$ cat src/rtl/seg_display_scanner.sv
// Four-digit multiplexed seven-segment driver: captures a binary score once per
// scan frame, converts it to BCD with a shift-add-3 engine, and drives active-low pins.
module seg_display_scanner #(
  parameter int VALUE_WIDTH   = 14,
  parameter bit BLANK_LEADING = 1'b1
) (
  input  logic                   MasterClock,
  input  logic                   Reset,
  input  logic                   fastClock,
  input  logic [VALUE_WIDTH-1:0] Value,
  input  logic                   Blank,
  output logic [3:0]             an,
  output logic [6:0]             seg,
  output logic                   dp,
  output logic                   Busy
);

  localparam int CW    = (VALUE_WIDTH > 14) ? VALUE_WIDTH : 14;
  localparam int CNT_W = (VALUE_WIDTH > 1) ? $clog2(VALUE_WIDTH) : 1;
  localparam logic [CW-1:0]    MAX_VALUE = CW'(9999);
  localparam logic [CNT_W-1:0] LAST_STEP = CNT_W'(VALUE_WIDTH - 1);

  typedef enum logic [1:0] {
    IDLE    = 2'd0,
    CONVERT = 2'd1,
    COMMIT  = 2'd2
  } state_t;

  state_t                 state_r;
  logic [1:0]             digit_r;
  logic [VALUE_WIDTH-1:0] bin_r;
  logic [15:0]            scratch_r;
  logic [15:0]            bcd_r;
  logic [CNT_W-1:0]       step_r;
  logic                   first_r;
  logic                   busy_r;
  logic [3:0]             an_r;
  logic [6:0]             seg_r;

  logic                   capture_s;
  logic [CW-1:0]          value_ext_s;
  logic [CW-1:0]          clamped_s;
  logic [3:0]             nibble_s;
  logic                   lead_zero_s;
  logic                   blank_s;

  // One shift-add-3 step: correct every nibble >= 5, then shift in the next binary bit.
  function automatic logic [15:0] bcd_step(input logic [15:0] s, input logic b);
    logic [15:0] t;
    t = s;
    for (int i = 0; i < 4; i++) begin
      if (t[4*i +: 4] >= 4'd5) begin
        t[4*i +: 4] = t[4*i +: 4] + 4'd3;
      end
    end
    return (t << 1) | {15'd0, b};
  endfunction

  function automatic logic [6:0] seg_decode(input logic [3:0] n);
    logic [6:0] r;
    case (n)
      4'd0:    r = 7'b1000000;
      4'd1:    r = 7'b1111001;
      4'd2:    r = 7'b0100100;
      4'd3:    r = 7'b0110000;
      4'd4:    r = 7'b0011001;
      4'd5:    r = 7'b0010010;
      4'd6:    r = 7'b0000010;
      4'd7:    r = 7'b1111000;
      4'd8:    r = 7'b0000000;
      4'd9:    r = 7'b0010000;
      default: r = 7'b1111111;
    endcase
    return r;
  endfunction

  // Capture request, clamp, and per-digit nibble / blanking selection.
  always_comb begin
    capture_s   = first_r | (fastClock & (digit_r == 2'd3));
    value_ext_s = CW'(Value);
    if (value_ext_s > MAX_VALUE) begin
      clamped_s = MAX_VALUE;
    end else begin
      clamped_s = value_ext_s;
    end
    case (digit_r)
      2'd0: begin nibble_s = bcd_r[3:0];   lead_zero_s = 1'b0;                 end
      2'd1: begin nibble_s = bcd_r[7:4];   lead_zero_s = (bcd_r[15:4]  == 12'd0); end
      2'd2: begin nibble_s = bcd_r[11:8];  lead_zero_s = (bcd_r[15:8]  == 8'd0);  end
      2'd3: begin nibble_s = bcd_r[15:12]; lead_zero_s = (bcd_r[15:12] == 4'd0);  end
      default: begin nibble_s = 4'd0; lead_zero_s = 1'b0; end
    endcase
    blank_s = Blank | (BLANK_LEADING & lead_zero_s);
  end

  // Digit index and conversion FSM; captures outside IDLE are dropped.
  always_ff @(posedge MasterClock) begin
    if (Reset) begin
      state_r   <= IDLE;
      digit_r   <= 2'd0;
      bin_r     <= '0;
      scratch_r <= 16'd0;
      bcd_r     <= 16'd0;
      step_r    <= '0;
      first_r   <= 1'b1;
      busy_r    <= 1'b0;
    end else begin
      first_r <= 1'b0;
      if (fastClock) begin
        digit_r <= digit_r + 2'd1;
      end
      case (state_r)
        IDLE: begin
          if (capture_s) begin
            bin_r     <= clamped_s[VALUE_WIDTH-1:0];
            scratch_r <= 16'd0;
            step_r    <= '0;
            busy_r    <= 1'b1;
            state_r   <= CONVERT;
          end
        end
        CONVERT: begin
          scratch_r <= bcd_step(scratch_r, bin_r[VALUE_WIDTH-1]);
          bin_r     <= bin_r << 1;
          step_r    <= step_r + CNT_W'(1);
          if (step_r == LAST_STEP) begin
            state_r <= COMMIT;
          end
        end
        COMMIT: begin
          bcd_r   <= scratch_r;
          busy_r  <= 1'b0;
          state_r <= IDLE;
        end
        default: state_r <= IDLE;
      endcase
    end
  end

  // Registered pin drive.
  always_ff @(posedge MasterClock) begin
    if (Reset) begin
      an_r  <= 4'b1111;
      seg_r <= 7'b1111111;
    end else if (blank_s) begin
      an_r  <= 4'b1111;
      seg_r <= 7'b1111111;
    end else begin
      an_r  <= ~(4'b0001 << digit_r);
      seg_r <= seg_decode(nibble_s);
    end
  end

  assign an   = an_r;
  assign seg  = seg_r;
  assign dp   = 1'b1;
  assign Busy = busy_r;

endmodule

$ cat config.mk
export PLATFORM = sky130hd
export DESIGN_NAME = seg_display_scanner
export DESIGN_NICKNAME = d
export VERILOG_FILES = /design/src/rtl/seg_display_scanner.sv
export SDC_FILE = /design/constraint.sdc
export NUM_CORES = 1
export LEC_CHECK = 0
export CORE_MARGIN = 2
export CORE_UTILIZATION = 61
export CTS_CLUSTER_SIZE = 12
export DETAILED_ROUTE_END_ITERATION = 8
export GPL_TIMING_DRIVEN = 0
export HOLD_SLACK_MARGIN = 0.05
export PLACE_DENSITY = 0.95
export SYNTH_ARGS = -nofsm -noshare
export SYNTH_HDL_FRONTEND = slang
export SYNTH_SLANG_ARGS = --single-unit
$ cat constraint.sdc
create_clock -name MasterClock -period 2.9 [get_ports MasterClock]
set_clock_uncertainty 0.05 [all_clocks]
set_input_delay 0.58 -clock MasterClock [delete_from_list [all_inputs] [get_ports MasterClock]]
set_output_delay 0.58 -clock MasterClock [all_outputs]
set_load 0.01 [all_outputs]
==> results, run 1 <==
- The iteration-0 DRC count of the detailed router is 263.
- The first global-routing pass estimated 11,400 um of wire.
- The number of fillers in the final layout is between 300 and 400.
- Summed over all instances, the cell type with the most area after synthesis is sky130_fd_sc_hd__dfxtp_1.
- TritonCTS built the clock tree.
- The power density relative to cell area is 527 nW/um2.
- After layout, the worst setup slack is 0.681 ns.
- Relative to the synthesized area, the layout overhead comes to 18.2%.
- The transition time of the tightest slew-check pin is 0.536 ns.
- The origin of the critical flop-to-flop path is digit_r[0]$_SDFFE_PP0P_.
- In the synthesized netlist, the number of instances is 342.
- Setup repair after global routing left no endpoint under its margin.
- Counting the buffers created by CTS gives 9.
- The netlist area before placement is roughly 3100 um2.
- The detail route stage leaves a number of antenna-violating nets equal to 0.
- The clock transition at the registers of the reported paths is 0.07 ns.
- Per report_power, the clock group accounts for 38.3% of the total.
- The worst vdd rail ir drop is roughly 0.27 mV.
- The routed wire length per instance is 15.2 um.
- The final count of negative-setup-slack endpoints is 0.
- The remaining global-route overflow is 0.
- The critical path required time is 3.05 ns.
- The internal power is between 1 and 1.5 mW.
- The class of the worst hold path is reg2reg.
- The via count of the first global-routing pass is 2,541.
- Net switching is 24.9% of the power.
- The kind of end point of the critical path is a flip-flop.
- The prevailing post-synth register cell is sky130_fd_sc_hd__dfxtp_1.
- The kind of critical path is reg2reg.
- The setup slack at placement is 0.404 ns.
- The launching element type of the critical path is a flip-flop.
- The relative contribution of combinational cells to total power is 11.6%.
- By area the synthesized netlist is led by sky130_fd_sc_hd__dfxtp_1 43%, sky130_fd_sc_hd__ha_1 7.2%, sky130_fd_sc_hd__nand2_1 4.9%, sky130_fd_sc_hd__a21oi_1 4.6%, sky130_fd_sc_hd__nor2_1 3.1%.
- The clock net in this run drives a total of 67 sinks.
- The y dimension of the die is 75.6 um.
- In this run the tool buffered the top-level ports with 29 buffer cells.
- The flip-flop and latch count after synthesis is 67.
- After layout, the minimum clock period comes to 2.22 ns.
- For this design, the CTS-stage hold fixing added 0 buffers.
- The total via count after detailed routing is 2,707.
- Before antenna repair, the detailed router went through 6 iterations.
- Derived from the worst setup path, the maximum achievable clock frequency is around 450 MHz.
- The flow ran to the end, and the final reports show no timing, DRC or antenna violations.
- Entering global routing, the biggest net connects 11 pins.
- The tool flagged a number of max-cap violations equal to 0.
- In this run, synthesis inferred 0 flip-flops with an integrated enable.
- The number of antenna violations at the first check in global routing is 0.
- Data on the critical path arrives at its endpoint at 2.37 ns.
- The Yosys step of the flow raised 0 warnings.
- Overall power consumption after layout is estimated at around 2 mW.
- The startpoint identified for the worst hold timing path is bcd_r[2]$_SDFFE_PP0P_.
- The highest net fanout along the worst path is 7.
- Tracing the worst setup path back leads to its startpoint at digit_r[0]$_SDFFE_PP0P_.
- The die is about 76 um wide.
- The share of synthesized flip-flops with an asynchronous set or reset is 0%.
- The number of distinct library cells after synthesis is 48.
- In the final layout, the share of cells above drive strength 1 is 8.01%.
- The mean number of vias per cell is 5.92.
- The cell depth of the worst flop-to-flop path is 8.
- The root buffer cell chosen for the clock tree is sky130_fd_sc_hd__clkbuf_8.
- The final routed wirelength across all metal layers is 6960 um.
- The number of antenna diodes in the final layout is 0.
- The net total in the final layout is 418.
- The area enclosed by the die boundary is between 5000 and 6000 um2.
- At the later pin of the worst-skew pair, clock insertion delay measures about 0.34 ns.
- The number of nets handed over by synthesis was 378.
- The endpoint of the worst-slack reg-to-reg timing path is seg[3]$_SDFF_PP1_.
- Across every metal layer, demand over resource in global routing totals 26.5%.
- The initialized floorplan defines 26 standard-cell rows.
- The final cycle utilization of the critical path is 76.5%.
- The number of gates resized after cts is 0.
- In this run the static leakage power is 1.42 nW.
- The endpoint of the worst hold path is bcd_r[2]$_SDFFE_PP0P_.
- The normalized max-slew margin is 63.2%.
- In this run the standard cell core region covers 5040 um2.
- Summing the sequential cell areas from Yosys gives a little over two fifths of the chip area.
- The number of setup buffers added after CTS is 0.
- Pin placement for this block handled 31 I/O pins.
- Summed over all nets, the switching power comes to 0.485 mW.
- At the end of routability-driven placement, the weighted congestion stood at 0.873.
- After routing, the total negative slack on setup checks comes to 0 ns.
- Summed over all nets, the half-perimeter wirelength after detailed placement is 4840 um.
- Once the floorplan was initialized, standard cells occupied approximately 62% of the core.
- No sink is reached through more buffers than the 2 on the longest clock path.
- The tightest hold path in the finished design has a slack of 0.416 ns.
- Across all register-to-register paths, the minimum setup slack is 0.68 ns.
- The share of synthesized area in the top cell type comes to between 40 and 50%.
- Sequential cells account for 50.1% of the total power.
- For this run, design rule violations remaining after detail routing come to 0.
- The number of hold violations in the final report is 0.
- The number of max-slew violations in the final report is 0.
- The average cell area after synthesis is ~9.1 um2.
- The worst hold path was traced through 2 stages.
- The level count of the clock H-tree is 3.
[through the flow]
step	std cells	util [%]	instance area [um2]
finish	457	73.3	3700
global route	457	73.3	3700
CTS	457	73.3	3700
detailed placement	441	69.6	3510
global placement	441	69.6	3510
floorplan	342	-	3130
[critical path: stages (launching register included)]
cell and delay (ns):
sky130_fd_sc_hd__dfxtp_1 0.35, sky130_fd_sc_hd__inv_1 0.11, sky130_fd_sc_hd__ha_1 0.15, sky130_fd_sc_hd__clkbuf_1 0.29, sky130_fd_sc_hd__mux2i_1 0.52, sky130_fd_sc_hd__inv_1 0.13
sky130_fd_sc_hd__ha_1 0.32, sky130_fd_sc_hd__nand2_1 0.06, sky130_fd_sc_hd__nand4_1 0.09
[flip-flops by register name, summed over array words and instances, names as in the netlist]
register   count
an             4
scratch_r     16
digit_r        2
bin_r         14
first_r        1
step_r         4
Busy           1
bcd_r         16
state_r        2
seg            7
[worst max-delay path by stage]
stage	slack (ns)	end
after floorplan	0.97	seg[3]$_SDFF_PP1_
after detailed placement	0.40	bin_r[9]$_SDFFE_PP0P_
after global placement	0.44	bin_r[8]$_SDFFE_PP0P_
after global routing	0.53	seg[3]$_SDFF_PP1_
after CTS	0.70	seg[1]$_SDFF_PP1_
final	0.68	seg[3]$_SDFF_PP1_
[layer usage]
layer	routed length (um)	up-vias	part of all wire [%]	global-route usage, %
met2	3410	105	49	43.6
met5	0	-	0	0
li1	-	1302	-	-
met1	3020	1288	43	33.1
met3	394	12	5.7	5.03
met4	134	0	1.9	13.8
[cell type report]
class	count	area, um2	area share [%]
clock buffers	15	186	5.04
well taps	70	87.6	2.37
multi-input cells	237	1610	43.4
repair buffers	29	290	7.85
clock inverters	1	5.00	0.135
inverters	18	67.6	1.83
plain buffers	20	115	3.11
flip-flops and latches	67	1340	36.3
[kinds of logic after synthesis]
group,Yosys count,synth area share [%]
buffers and inverters,38,5.84
DFF,67,42.9
muxes,9,2.92
AOI/OAI and AO/OA,92,22.1
other,1,0.120
adders and majority gates,18,7.20
xor gates and xnor gates,10,2.80
and+or+nand+nor,107,16.2
[power by group through the flow]
stage / clock (mW) / combinational [mW] / sequential [mW]
3_3_place_gp: 0 / 0.213 / 0.994
6_report: 0.746 / 0.226 / 0.976
4_1_cts: 0.739 / 0.224 / 0.976
5_1_grt: 0.783 / 0.250 / 0.980
2_1_floorplan: 0 / 0.134 / 0.998
3_5_place_dp: 0 / 0.222 / 0.997
[placed cells by master, fill, tap and decap left out, types with 9 or more instances in the layout]
cell type                         instances
sky130_fd_sc_hd__nor2_1                  26
sky130_fd_sc_hd__ha_1                    18
sky130_fd_sc_hd__clkbuf_1                14
sky130_fd_sc_hd__a21oi_1                 29
sky130_fd_sc_hd__clkdlybuf4s50_1         29
sky130_fd_sc_hd__nand2_1                 41
sky130_fd_sc_hd__clkbuf_8                15
sky130_fd_sc_hd__nor3_1                  10
sky130_fd_sc_hd__inv_1                   17
sky130_fd_sc_hd__dfxtp_1                 67
sky130_fd_sc_hd__a22o_1                   9
[Yosys cell counts (all sizes together) (4+ instances only)]
master	instances
a211oi	8
a21o	4
a21oi	30
a22o	9
a22oi	5
a32o	4
and3	6
buf	6
clkbuf	14
dfxtp	67
ha	18
inv	18
mux2i	8
nand2	41
nand2b	6
nand3	4
nand4	4
nor2	27
nor3	11
o211ai	6
o21ai	7
o221a	6
o32ai	5
xnor2	7
(Power assumes the default switching activity.)
==> run 2: changes to the inputs <==
--- a/config.mk
+++ b/config.mk
@@ -6,12 +6,12 @@
 export NUM_CORES = 1
 export LEC_CHECK = 0
 export CORE_MARGIN = 2
-export CORE_UTILIZATION = 61
+export CORE_UTILIZATION = 56
 export CTS_CLUSTER_SIZE = 12
 export DETAILED_ROUTE_END_ITERATION = 8
 export GPL_TIMING_DRIVEN = 0
 export HOLD_SLACK_MARGIN = 0.05
-export PLACE_DENSITY = 0.95
+export PLACE_DENSITY = 0.9
 export SYNTH_ARGS = -nofsm -noshare
 export SYNTH_HDL_FRONTEND = slang
 export SYNTH_SLANG_ARGS = --single-unit
==> constraint.sdc (replaced) <==
create_clock -name MasterClock -period 2.2 [get_ports MasterClock]
set_clock_uncertainty 0.05 [all_clocks]
set_input_delay 0.44 -clock MasterClock [delete_from_list [all_inputs] [get_ports MasterClock]]
set_output_delay 0.44 -clock MasterClock [all_outputs]
set_load 0.01 [all_outputs]
==> run 2 against run 1 <==
- design area up 2.9%
- sequential power grew 32%
- via count is 1.1% lower
- register-to-register slack worse by 0.53 ns
- core utilization down 3.4 points
- critical path depth unchanged
- non-clock buffer count is 3 higher
- final cell count is 1.1% higher
- clock power grew 65%
- flip-flop and latch count unchanged
- critical path type unchanged
- critical endpoint is now seg[4]$_SDFF_PP1_
==> results, run 2 (same netlist as run 1, synthesis figures left out) <==
- The top cell types in the final layout, fill and taps aside, are 66 x sky130_fd_sc_hd__dfxtp_1, 41 x sky130_fd_sc_hd__nand2_1, 29 x sky130_fd_sc_hd__clkdlybuf4s50_1, 28 x sky130_fd_sc_hd__a21oi_1, 26 x sky130_fd_sc_hd__nor2_1.
- The largest net degree at the start of global routing is 13.
- The floorplan step defined a die boundary enclosing between 6000 and 7000 um2.
- The aggregate negative setup slack is 0 ns.
- The transition time of the tightest slew-check pin is about 0.57 ns.
- The initial utilization of the core area, before any placement, comes to 57.5%.
- The leakage component of the power is 1.45 nW.
- The final RePlAce weighted congestion is 0.849.
- The relative contribution of combinational cells to total power is 10.9%.
- The cell that appears most often on the critical path is sky130_fd_sc_hd__inv_1.
- The floorplan step set the die width to 78.8 um.
- Of all nets on the critical path, the largest fanout is 6.
- The y dimension of the die is 78.8 um.
- The total placed instance area is 3510 um2.
- In this run the count of I/O pins placed on the die edge is 31.
- The internal power is 2.15 mW.
- The area used by multi-input combinational logic is 1630 um2.
- The final routed wirelength across all metal layers is 7070 um.
- Data arrives at the worst endpoint at approximately 2.2 ns.
- Dividing the detail-routed via count by the number of cells gives just under 6.
- On the worst path, the slowest cell contributes a delay of 0.39 ns.
- The number of nets still failing antenna checks after routing is 0.
- Once routing completed, OpenROAD measured the worst setup slack at about 0.15 ns.
- The core region area is 5440 um2.
- The number of hold violations in the final report was 0.
- In the final layout, the registers with the most flip-flops are bcd_r: 16 flops, scratch_r: 16 flops, bin_r: 14 flops.
- The iteration-0 DRC count of the detailed router is between 200 and 250.
- The via count of the first global-routing pass came to 2,565.
- The number of fillers in the final layout is 398.
- Setup violations remaining at the end of the flow were counted as 0.
- The count of unresolved DRC violations after routing is 0.
- The number of sinks handled by clock tree synthesis is 67.
- The clock transition at the registers of the reported paths is roughly 0.07 ns.
- The minimum clock period after layout is between 2 and 2.5 ns.
- The launching element type of the critical path is a flip-flop.
- The total via count after detailed routing is 2,676.
- The worst vdd rail ir drop is 0.479 mV.
- Max-cap violations in this run came to 0.
- Summed over all nets, the switching power comes to 0.671 mW.
- The first detailed-routing pass took 4 iterations.
- Dividing total power by cell area gives a power density of around 740 nW/um2.
- In this run switching power makes up 23.8% of total power.
- The remaining global-route overflow is 0.
- Cells with a size suffix above 1 make up 11.8% of the layout.
- The class of the worst hold path is reg2reg.
- The number of antenna violations at the first check in global routing is 0.
- Walking the worst path, the cells encountered are inv_1 -> ha_2 -> a222oi_1 -> mux2i_2 -> inv_1 -> ha_1 -> and3_1 -> o21ai_1.
- The buffers plus inverters on the worst setup path is 2.
- The first-pass GRT wire length is 11,700 um.
- The area growth from synthesis to layout is 21.6%.
- At the worst endpoint, the required time is ~2.4 ns.
- The number of max-slew violations in the final report was 0.
- In the global route stage, overall resource usage came out at 24.2%.
- The run finished with clean final reports.
- The final instance area is 3810 um2.
- The kind of critical path is reg2reg.
- The normalized max-slew margin is 62.1%.
- Of the total power, registers draw 45.6%.
- The flip-flop and latch area is 1340 um2.
- Port buffering added 29 buffers.
- The slowest library cell on the worst path is sky130_fd_sc_hd__a222oi_1.
- The routed wire length per instance is 15.3 um.
- The number of placed instances, taps included, is roughly 440.
- The worst setup path is captured at a flip-flop.
- The clock tree buffer depth is 2.
- The repair_antennas step left the layout with diodes totalling 0.
- The worst hold slack is 0.412 ns.
- The CTS tree is built.
- The net total in the final layout is 421.
- The final core utilization is 70.0%.
- The total power of the final layout is about 2.8 mW.
- In this run the core area contains 27 standard-cell rows.
- Excluding fillers, the count of instances in the completed layout stands at 462.
- Counting the buffers created by CTS gives 9.
- Based on the critical path, the design can be clocked at up to 487 MHz.
- The clock latency on the worst-skew pair is 0.35 ns.
- The level count of the clock H-tree is 3.
- The family with the most delay on the worst path is compound AO/OA/AOI/OAI gates.
- The most common library cell in the layout ignoring fill and taps is sky130_fd_sc_hd__dfxtp_1.
- Of the available clock period, the critical path in the final layout requires between 90% and 100%.
- The clock group share of total power is 43.5%.
- Detailed placement finished with a half-perimeter wire length of 4860 um.
- The cell sitting at the root of the clock tree is a sky130_fd_sc_hd__clkbuf_8.
- The setup slack at placement is -0.148 ns.
==> run 2: changes by cell type in the layout (fill, tap and decap cells not counted), moves of 2 or more <==
cell                        change
sky130_fd_sc_hd__buf_4          +4
sky130_fd_sc_hd__clkbuf_8       -4
sky130_fd_sc_hd__bufinv_16      +3
sky130_fd_sc_hd__clkbuf_1       -3
sky130_fd_sc_hd__ha_1           -3
sky130_fd_sc_hd__ha_2           +3
sky130_fd_sc_hd__mux2i_1        -2
sky130_fd_sc_hd__mux2i_2        +2
==> run 2: final timing paths <==
| path | start | end | slack [ns] | cells after the start |
|---|---|---|---|---|
| worst max-delay path | digit_r[1]$_SDFFE_PP0P_ | seg[4]$_SDFF_PP1_ | 0.15 | 8 |
| worst min-delay path | bcd_r[0]$_SDFFE_PP0P_ | bcd_r[0]$_SDFFE_PP0P_ | 0.41 | 2 |
| worst max register to register | digit_r[1]$_SDFFE_PP0P_ | seg[4]$_SDFF_PP1_ | 0.15 | 8 |
| worst min register to register | bcd_r[0]$_SDFFE_PP0P_ | bcd_r[0]$_SDFFE_PP0P_ | 0.41 | 2 |
==> run 2: repair_timing <==
item | in CTS | in global routing
gates resized for setup | 1 | 8
pin swaps | 0 | 2
hold buffers | 0 | 0
endpoints found under the setup margin | 2 | 7
buffers inserted | 0 | 4
==> run 2: layer usage <==
metal	routed length, um	GRT usage, %	vias up
met2	3450	40.3	80
met4	195	12.3	0
li1	-	-	1304
met3	371	5.23	20
met1	3050	29.5	1272
met5	0	0	-
==> run 2: layout make-up <==
cell class                 count  share of cell area, %
multi-input combinational    237                   42.9
sequential                    67                   35.3
timing repair buffer          33                   8.42
clock buffer                   9                   3.25
clock inverter                 7                   3.06
buffer                        19                   2.93
tap                           72                   2.37
inverter                      18                   1.78
==> run 2: worst reg2reg max path: stages (launching register included) <==
cell                       delay [ns]
sky130_fd_sc_hd__dfxtp_1         0.38
sky130_fd_sc_hd__inv_1           0.10
sky130_fd_sc_hd__ha_2            0.22
sky130_fd_sc_hd__a222oi_1        0.39
sky130_fd_sc_hd__mux2i_2         0.20
sky130_fd_sc_hd__inv_1           0.13
sky130_fd_sc_hd__ha_1            0.21
sky130_fd_sc_hd__and3_1          0.17
sky130_fd_sc_hd__o21ai_1         0.07
==> run 2: power by group through the flow <==
stage | Clock (mW) | Sequential (mW) | Combinational [mW]
global route | 1.29 | 1.29 | 0.334
finish | 1.23 | 1.29 | 0.308
global placement | 0 | 1.31 | 0.283
floorplan | 0 | 1.32 | 0.176
CTS | 1.23 | 1.29 | 0.297
detailed placement | 0 | 1.31 | 0.293
